**src/rtl/apbDecode_package.sv**
```systemverilog
// Shared APB types for the decode fabric, plus the initiator's state,
// response record and timeout read-data marker.
package apbDecode_package;

  typedef logic [31:0] apbAddrSt;
  typedef logic [31:0] apbDataSt;

  typedef enum logic [1:0] {
    INIT_IDLE   = 2'd0,
    INIT_SETUP  = 2'd1,
    INIT_ACCESS = 2'd2,
    INIT_RESP   = 2'd3
  } apbInitStateE;

  typedef struct packed {
    apbDataSt rdata;
    logic     err;
    logic     timeout;
  } apbInitRspSt;

  localparam apbDataSt APB_INIT_TIMEOUT_DATA = 32'hDEAD_0001;

endpackage

```
**src/rtl/apb_if.sv**
```systemverilog
// APB bus bundle. src = initiator view, dst = completer view.
interface apb_if;
  import apbDecode_package::*;

  logic     psel;
  logic     penable;
  logic     pwrite;
  apbAddrSt paddr;
  apbDataSt pwdata;
  apbDataSt prdata;
  logic     pready;
  logic     pslverr;

  modport src (output psel, penable, pwrite, paddr, pwdata,
               input  prdata, pready, pslverr);
  modport dst (input  psel, penable, pwrite, paddr, pwdata,
               output prdata, pready, pslverr);
endinterface

```
**src/rtl/apb_initiator.sv**
```systemverilog
// APB initiator: one command in, one APB transfer out, one response back.
//   clk/rst      : clock, synchronous active-high reset
//   apbReg       : APB bus (initiator side)
//   cmd_*        : valid/ready command stream (write flag, byte address, data)
//   rsp_*        : valid/ready response stream (rdata, err, timeout)
//   err_count    : saturating count of error responses
// All outputs are registered; cmd_ready depends only on state.
module apb_initiator
  import apbDecode_package::*;
#(
  parameter int unsigned TIMEOUT_CYCLES = 64,
  parameter int unsigned ERR_CNT_W      = 16
) (
  input  logic                 clk,
  input  logic                 rst,
  apb_if.src                   apbReg,
  input  logic                 cmd_valid,
  output logic                 cmd_ready,
  input  logic                 cmd_write,
  input  apbAddrSt             cmd_addr,
  input  apbDataSt             cmd_wdata,
  output logic                 rsp_valid,
  input  logic                 rsp_ready,
  output apbDataSt             rsp_rdata,
  output logic                 rsp_err,
  output logic                 rsp_timeout,
  output logic [ERR_CNT_W-1:0] err_count
);

  localparam int unsigned CW = (TIMEOUT_CYCLES > 1) ? $clog2(TIMEOUT_CYCLES) : 1;
  localparam logic [CW-1:0] TO_LAST =
    (TIMEOUT_CYCLES == 0) ? '0 : CW'(TIMEOUT_CYCLES - 1);

  apbInitStateE  state;
  apbInitRspSt   rsp_q;
  logic [CW-1:0] wait_cnt;
  logic          to_hit;
  logic          err_sat;

  assign to_hit      = (TIMEOUT_CYCLES != 0) && (wait_cnt == TO_LAST);
  assign err_sat     = &err_count;
  assign rsp_rdata   = rsp_q.rdata;
  assign rsp_err     = rsp_q.err;
  assign rsp_timeout = rsp_q.timeout;

  always_ff @(posedge clk) begin
    if (rst) begin
      state          <= INIT_IDLE;
      cmd_ready      <= 1'b0;
      apbReg.psel    <= 1'b0;
      apbReg.penable <= 1'b0;
      apbReg.pwrite  <= 1'b0;
      apbReg.paddr   <= '0;
      apbReg.pwdata  <= '0;
      rsp_valid      <= 1'b0;
      rsp_q          <= '0;
      err_count      <= '0;
      wait_cnt       <= '0;
    end else begin
      case (state)
        INIT_IDLE: begin
          // cmd_ready is itself registered, so it gates acceptance: the
          // first cycle after reset is not an accepting cycle.
          if (cmd_valid && cmd_ready) begin
            cmd_ready <= 1'b0;
            if (cmd_addr[1:0] == 2'b00) begin
              state         <= INIT_SETUP;
              apbReg.psel   <= 1'b1;
              apbReg.pwrite <= cmd_write;
              apbReg.paddr  <= cmd_addr;
              apbReg.pwdata <= cmd_wdata;
            end else begin
              state     <= INIT_RESP;
              rsp_valid <= 1'b1;
              rsp_q     <= '{rdata: '0, err: 1'b1, timeout: 1'b0};
              if (!err_sat) err_count <= err_count + 1'b1;
            end
          end else begin
            cmd_ready <= 1'b1;
          end
        end

        INIT_SETUP: begin
          state          <= INIT_ACCESS;
          apbReg.penable <= 1'b1;
          wait_cnt       <= '0;
        end

        INIT_ACCESS: begin
          if (apbReg.pready) begin
            state          <= INIT_RESP;
            apbReg.psel    <= 1'b0;
            apbReg.penable <= 1'b0;
            rsp_valid      <= 1'b1;
            rsp_q.rdata    <= apbReg.pwrite ? '0 : apbReg.prdata;
            rsp_q.err      <= apbReg.pslverr;
            rsp_q.timeout  <= 1'b0;
            if (apbReg.pslverr && !err_sat) err_count <= err_count + 1'b1;
          end else if (to_hit) begin
            state          <= INIT_RESP;
            apbReg.psel    <= 1'b0;
            apbReg.penable <= 1'b0;
            rsp_valid      <= 1'b1;
            rsp_q          <= '{rdata: APB_INIT_TIMEOUT_DATA, err: 1'b1, timeout: 1'b1};
            if (!err_sat) err_count <= err_count + 1'b1;
          end else begin
            wait_cnt <= wait_cnt + 1'b1;
          end
        end

        INIT_RESP: begin
          if (rsp_ready) begin
            state     <= INIT_IDLE;
            rsp_valid <= 1'b0;
            cmd_ready <= 1'b1;
          end
        end

        default: state <= INIT_IDLE;
      endcase
    end
  end

endmodule

```
**src/flat_wrapper.sv**
```systemverilog
// flat-port wrapper written by rule: the top's interface ports become plain ports
module apb_initiator_flat import apbDecode_package::*;
#(
  parameter int unsigned TIMEOUT_CYCLES = 64,
  parameter int unsigned ERR_CNT_W      = 16
)
  (clk, rst, cmd_valid, cmd_ready, cmd_write, cmd_addr, cmd_wdata, rsp_valid, rsp_ready, rsp_rdata, rsp_err, rsp_timeout, err_count, apbReg_psel, apbReg_penable, apbReg_pwrite, apbReg_paddr, apbReg_pwdata, apbReg_prdata, apbReg_pready, apbReg_pslverr);
  apb_if apbReg_i ();
  input  logic clk;
  input  logic rst;
  input  logic cmd_valid;
  output logic cmd_ready;
  input  logic cmd_write;
  input  apbAddrSt cmd_addr;
  input  apbDataSt cmd_wdata;
  output logic rsp_valid;
  input  logic rsp_ready;
  output apbDataSt rsp_rdata;
  output logic rsp_err;
  output logic rsp_timeout;
  output logic [ERR_CNT_W-1:0] err_count;
  output wire logic [$bits(apbReg_i.psel)-1:0] apbReg_psel;
  output wire logic [$bits(apbReg_i.penable)-1:0] apbReg_penable;
  output wire logic [$bits(apbReg_i.pwrite)-1:0] apbReg_pwrite;
  output wire logic [$bits(apbReg_i.paddr)-1:0] apbReg_paddr;
  output wire logic [$bits(apbReg_i.pwdata)-1:0] apbReg_pwdata;
  input wire logic [$bits(apbReg_i.prdata)-1:0] apbReg_prdata;
  input wire logic [$bits(apbReg_i.pready)-1:0] apbReg_pready;
  input wire logic [$bits(apbReg_i.pslverr)-1:0] apbReg_pslverr;
  assign apbReg_psel = apbReg_i.psel;
  assign apbReg_penable = apbReg_i.penable;
  assign apbReg_pwrite = apbReg_i.pwrite;
  assign apbReg_paddr = apbReg_i.paddr;
  assign apbReg_pwdata = apbReg_i.pwdata;
  assign apbReg_i.prdata = apbReg_prdata;
  assign apbReg_i.pready = apbReg_pready;
  assign apbReg_i.pslverr = apbReg_pslverr;
  apb_initiator #(.TIMEOUT_CYCLES(TIMEOUT_CYCLES), .ERR_CNT_W(ERR_CNT_W)) u_core (.clk(clk), .rst(rst), .apbReg(apbReg_i), .cmd_valid(cmd_valid), .cmd_ready(cmd_ready), .cmd_write(cmd_write), .cmd_addr(cmd_addr), .cmd_wdata(cmd_wdata), .rsp_valid(rsp_valid), .rsp_ready(rsp_ready), .rsp_rdata(rsp_rdata), .rsp_err(rsp_err), .rsp_timeout(rsp_timeout), .err_count(err_count));
endmodule
```
**config.mk**
```make
export PLATFORM = sky130hd
export DESIGN_NAME = apb_initiator_flat
export DESIGN_NICKNAME = d
export VERILOG_FILES = /design/src/rtl/apbDecode_package.sv /design/src/rtl/apb_if.sv /design/src/rtl/apb_initiator.sv /design/src/flat_wrapper.sv
export SDC_FILE = /design/constraint.sdc
export NUM_CORES = 1
export LEC_CHECK = 0
export ABC_AREA = 1
export BUFFER_PORTS_ARGS = -buffer_cell sky130_fd_sc_hd__buf_4
export CAP_MARGIN = 40
export CORE_AREA = 2 2 143 89
export CTS_BUF_LIST = sky130_fd_sc_hd__clkbuf_4
export CTS_CLUSTER_SIZE = 28
export DETAILED_ROUTE_END_ITERATION = 10
export DIE_AREA = 0 0 145 91
export PLACE_DENSITY = 0.77
export SYNTH_ARGS = -nofsm -noshare
export SYNTH_HDL_FRONTEND = slang
export SYNTH_SLANG_ARGS = --single-unit
```
**constraint.sdc**
```tcl
create_clock -name clk -period 1.7 [get_ports clk]
set_input_delay 0.17 -clock clk [delete_from_list [all_inputs] [get_ports clk]]
set_output_delay 0.17 -clock clk [all_outputs]
set_load 0.01 [all_outputs]
```
==> out/results.txt <==
The Yosys step of the flow raised 0 warnings. During placement, the flow inserted port buffers numbering 221. The highest fanout seen on the critical path is 6. The initial antenna violation count was 0. Sorting the synthesized cells by how often they occur yields 130 x sky130_fd_sc_hd__a21oi_1, 127 x sky130_fd_sc_hd__dfxtp_1, 105 x sky130_fd_sc_hd__nand2_1, 94 x sky130_fd_sc_hd__inv_1, 77 x sky130_fd_sc_hd__o21ai_0. After detailed routing, the number of remaining DRC violations is 0. After detailed routing, the met3 layer carries 1239 um of wire. The worst path needs 1.656 ns of the cycle, external delays included. Counting along the longest clock path gives a buffer depth of 2. The layout cell share with drive strength beyond 1 was 33.14%.

The run gives 0 as the hold violation count in the final report. The net count of the finished layout is 1144. After detailed routing, no signal wire sits above met4. After detailed routing, the met2 layer carries 7976 um of wire. The initialized floorplan defines 31 standard-cell rows. STA classifies the critical path endpoint as a flip-flop. The dominant cell by count in the synthesized netlist is sky130_fd_sc_hd__a21oi_1. At the end of routability-driven placement, the weighted congestion stood at 0.8724.

Setup repair after global routing could not meet its margin everywhere. By area the synthesized netlist is led by sky130_fd_sc_hd__dfxtp_1 49%, sky130_fd_sc_hd__a21oi_1 13%, sky130_fd_sc_hd__nand2_1 7.6%. Hold timing on the final database bottoms out at a slack of 0.04416 ns. The peak clock frequency supported by timing is 0.6040 GHz.

In this run the count of I/O pins placed on the die edge is 222. The critical path in this run is classified as reg -> reg. The initial core utilization came out at 43.59%. The clock net in this run drives a total of 127 sinks. Library cell with the largest summed area after synthesis: sky130_fd_sc_hd__dfxtp_1. The tree is rooted in a sky130_fd_sc_hd__clkbuf_4. The die height came out at 91 um.

The mean number of vias per cell is 4.842, and the share of synthesized registers carrying an async set or reset is 0%. The share of synthesized area occupied by flip-flops and latches is 49.31%. At the pin with the least slew margin, the transition time is 0.4549 ns. For this block, the via count after detailed routing is 5868. The run gives 0 as the aggregate global routing overflow. The post-synthesis area per instance was 7.484 um^2. Most used flip-flop cell after synthesis: sky130_fd_sc_hd__dfxtp_1.

The required time at the endpoint of the critical path is 2.11 ns, and the clock-pin slew on the worst setup and hold paths is 0.12 ns. The final layout contains routed wiring with a total length of 17100 um. Counting the fill cells in the layout gives 880.

Across the routed clock network, the largest skew measured is 0.01921 ns. The floorplan step defined a die boundary enclosing 13200 um^2. The final count of negative-setup-slack endpoints is 0, and the placeable core region is 11830 um^2. The number of optimization iterations in the first detailed-route pass is 5, and the detailed-route wire length per cell is 14.11 um. The final non-filler cell total was 1212; the net count of the mapped netlist was 798.

Once placement finished, the instance area stood at 7288 um^2. The endpoint arrival time on the critical path is 2.07 ns, and the layout overhead on the synthesized area is 70.03%. The flip-flop and latch count after synthesis came out at 127. The clock buffer count from CTS is 17, and the overall routing resource usage is 25.76%.

For this block, wires on met1 add up to 7523 um. Entering global routing, the biggest net connects 43 pins. IR analysis of the VDD net gives a maximum drop of 0.0006537 V. Across the run, the number of max-cap violations was 0.

The number of violations reported at the end of detailed-routing iteration 0 was 321; the power per cell area was 1051 nW/um^2. The max-slew violation count is 0, and the die outline width is 145 um. In this run the tightest slew margin relative to its limit is 69.64%.

The tools report the number of cells after detailed placement as 1080. For the later-pin clock latency in the skew report, the log shows 0.50 ns. Worst min-delay path class: in -> reg. Of the available clock period, the critical path in the final layout requires 97.39%. The remaining number of nets flagged by the antenna check after routing is 0, and the final antenna diode count is 0. The run gives 27830 um as the global-route wire length before repair. The netlist uses 31 different library cells. CTS built an H-tree with a depth of 4. The area occupied by multi-input gates is 2245 um^2, and the area of all placed cells without fillers is 8767 um^2.

The critical path launch point type is a flip-flop. For the leakage power, the log shows 0.003844 uW. The post-synthesis cell area is 5156 um^2, and the sequential cell area is 2552 um^2. Counting flops with a built-in enable in the synthesized netlist gives 0. The flow ran to the end, and the final reports show no timing, DRC or antenna violations. The run gives 689 as the synthesized instance count.

TritonCTS built the clock tree. Detailed placement finished with a half-perimeter wire length of 10450 um. The number of global-route vias before repair came out at 5745.

Share of the synthesized area in the top cell type: 49.31%.
final cells by class:
type | count | share of cell area [%]
Tap cell | 165 | 2.355
Sequential cell | 127 | 29.11
Clock buffer | 17 | 1.456
Inverter | 95 | 4.096
Multi-Input combinational cell | 428 | 25.60
Clock inverter | 14 | 1.898
Timing Repair Buffer | 366 | 35.48
through the flow:
stage	power, uW	TNS, ns	worst slack (ns)	utilization (%)
2_1_floorplan	5071	0	0.01990	-
3_3_place_gp	6403	-0.1855	-0.05851	61.61
3_5_place_dp	6449	-1.648	-0.07625	61.61
4_1_cts	8884	0	0.0004408	72.37
5_1_grt	9764	-0.3471	-0.06135	74.11
6_report	9210	0	0.04433	74.11
layout by cell type (no fill, tap or decap), types with 4 or more instances in the layout:
cell type and count:
sky130_fd_sc_hd__o21ai_1 4, sky130_fd_sc_hd__nor3_1 4, sky130_fd_sc_hd__inv_1 91, sky130_fd_sc_hd__nand3_2 4, sky130_fd_sc_hd__nand3_1 37, sky130_fd_sc_hd__ha_4 4
sky130_fd_sc_hd__dfxtp_1 119, sky130_fd_sc_hd__a21oi_1 129, sky130_fd_sc_hd__nor2_1 38, sky130_fd_sc_hd__dfxtp_2 8, sky130_fd_sc_hd__clkbuf_4 17, sky130_fd_sc_hd__buf_12 8
sky130_fd_sc_hd__nand2_1 101, sky130_fd_sc_hd__o21ai_0 73, sky130_fd_sc_hd__nor2_2 6, sky130_fd_sc_hd__dlygate4sd3_1 92, sky130_fd_sc_hd__buf_4 262
cells by family (layout without fill, tap and decap cells):
| group | after synthesis | after routing | share of synthesized area [%] |
|---|---|---|---|
| adders and majority gates | 6 | 6 | 1.456 |
| AOI/OAI and AO/OA | 212 | 212 | 20.97 |
| buffers and inverters | 134 | 492 | 10.09 |
| DFF | 127 | 127 | 49.31 |
| and+or+nand+nor | 206 | 206 | 17.50 |
| xor gates and xnor gates | 4 | 4 | 0.6796 |
power breakdown:
| group | leakage [uW] | switching [uW] | total, uW | internal (uW) |
|---|---|---|---|---|
| Sequential | 0.00103 | 207 | 3490 | 3290 |
| Clock | 0.000152 | 1170 | 2190 | 1010 |
| Combinational | 0.00266 | 1830 | 3530 | 1700 |
path summary, 6_finish.rpt:
| check | slack, ns | cells after the start | endpoint | from |
|---|---|---|---|---|
| max | 0.04 | 9 | u_core.err_count[11] | u_core.wait_cnt[1] |
| min | 0.04 | 5 | u_core.rsp_rdata[0] | apbReg_prdata[0] |
| max reg2reg | 0.04 | 9 | u_core.err_count[11] | u_core.wait_cnt[1] |
| min reg2reg | 0.45 | 2 | u_core.apbReg.pwdata[23] | u_core.apbReg.pwdata[23] |
metal layers:
| layer | GRT usage, % | up-vias |
|---|---|---|
| met1 | 33.06 | 2667 |
| met2 | 41.83 | 236 |
| li1 | - | 2931 |
| met5 | 0 | - |
| met3 | 7.588 | 34 |
| met4 | 8.416 | 0 |
sequential cells by signal, summed over array words and instances (netlist names):
name,flops
u_core.rsp_valid,1
u_core.rsp_err,1
u_core.rsp_timeout,1
u_core.apbReg.pwrite,1
u_core.apbReg.psel,1
u_core.apbReg.penable,1
u_core.err_count,16
u_core.apbReg.paddr,32
u_core.state,2
u_core.wait_cnt,6
u_core.apbReg.pwdata,32
u_core.cmd_ready,1
u_core.rsp_rdata,32
critical path, cell delays in order, from the launching register on:
cell and delay, ns:
sky130_fd_sc_hd__dfxtp_2 0.37, sky130_fd_sc_hd__ha_4 0.16, sky130_fd_sc_hd__nand3_4 0.08, sky130_fd_sc_hd__o21ai_4 0.26, sky130_fd_sc_hd__nand4_4 0.16, sky130_fd_sc_hd__nor2_4 0.20
sky130_fd_sc_hd__buf_4 0.19, sky130_fd_sc_hd__nand3_1 0.07, sky130_fd_sc_hd__nand2_1 0.06, sky130_fd_sc_hd__nor2_1 0.04
what timing repair did:
action                                  in CTS  in global routing
cloned                                       0                  2
setup buffers                                0                  7
hold endpoints to repair                    92                  0
hold buffers                                92                  0
gates resized for setup                     19                 34
endpoints found under the setup margin      45                109
pin swaps                                    4                 11
Power figures use the tool's default switching activity.
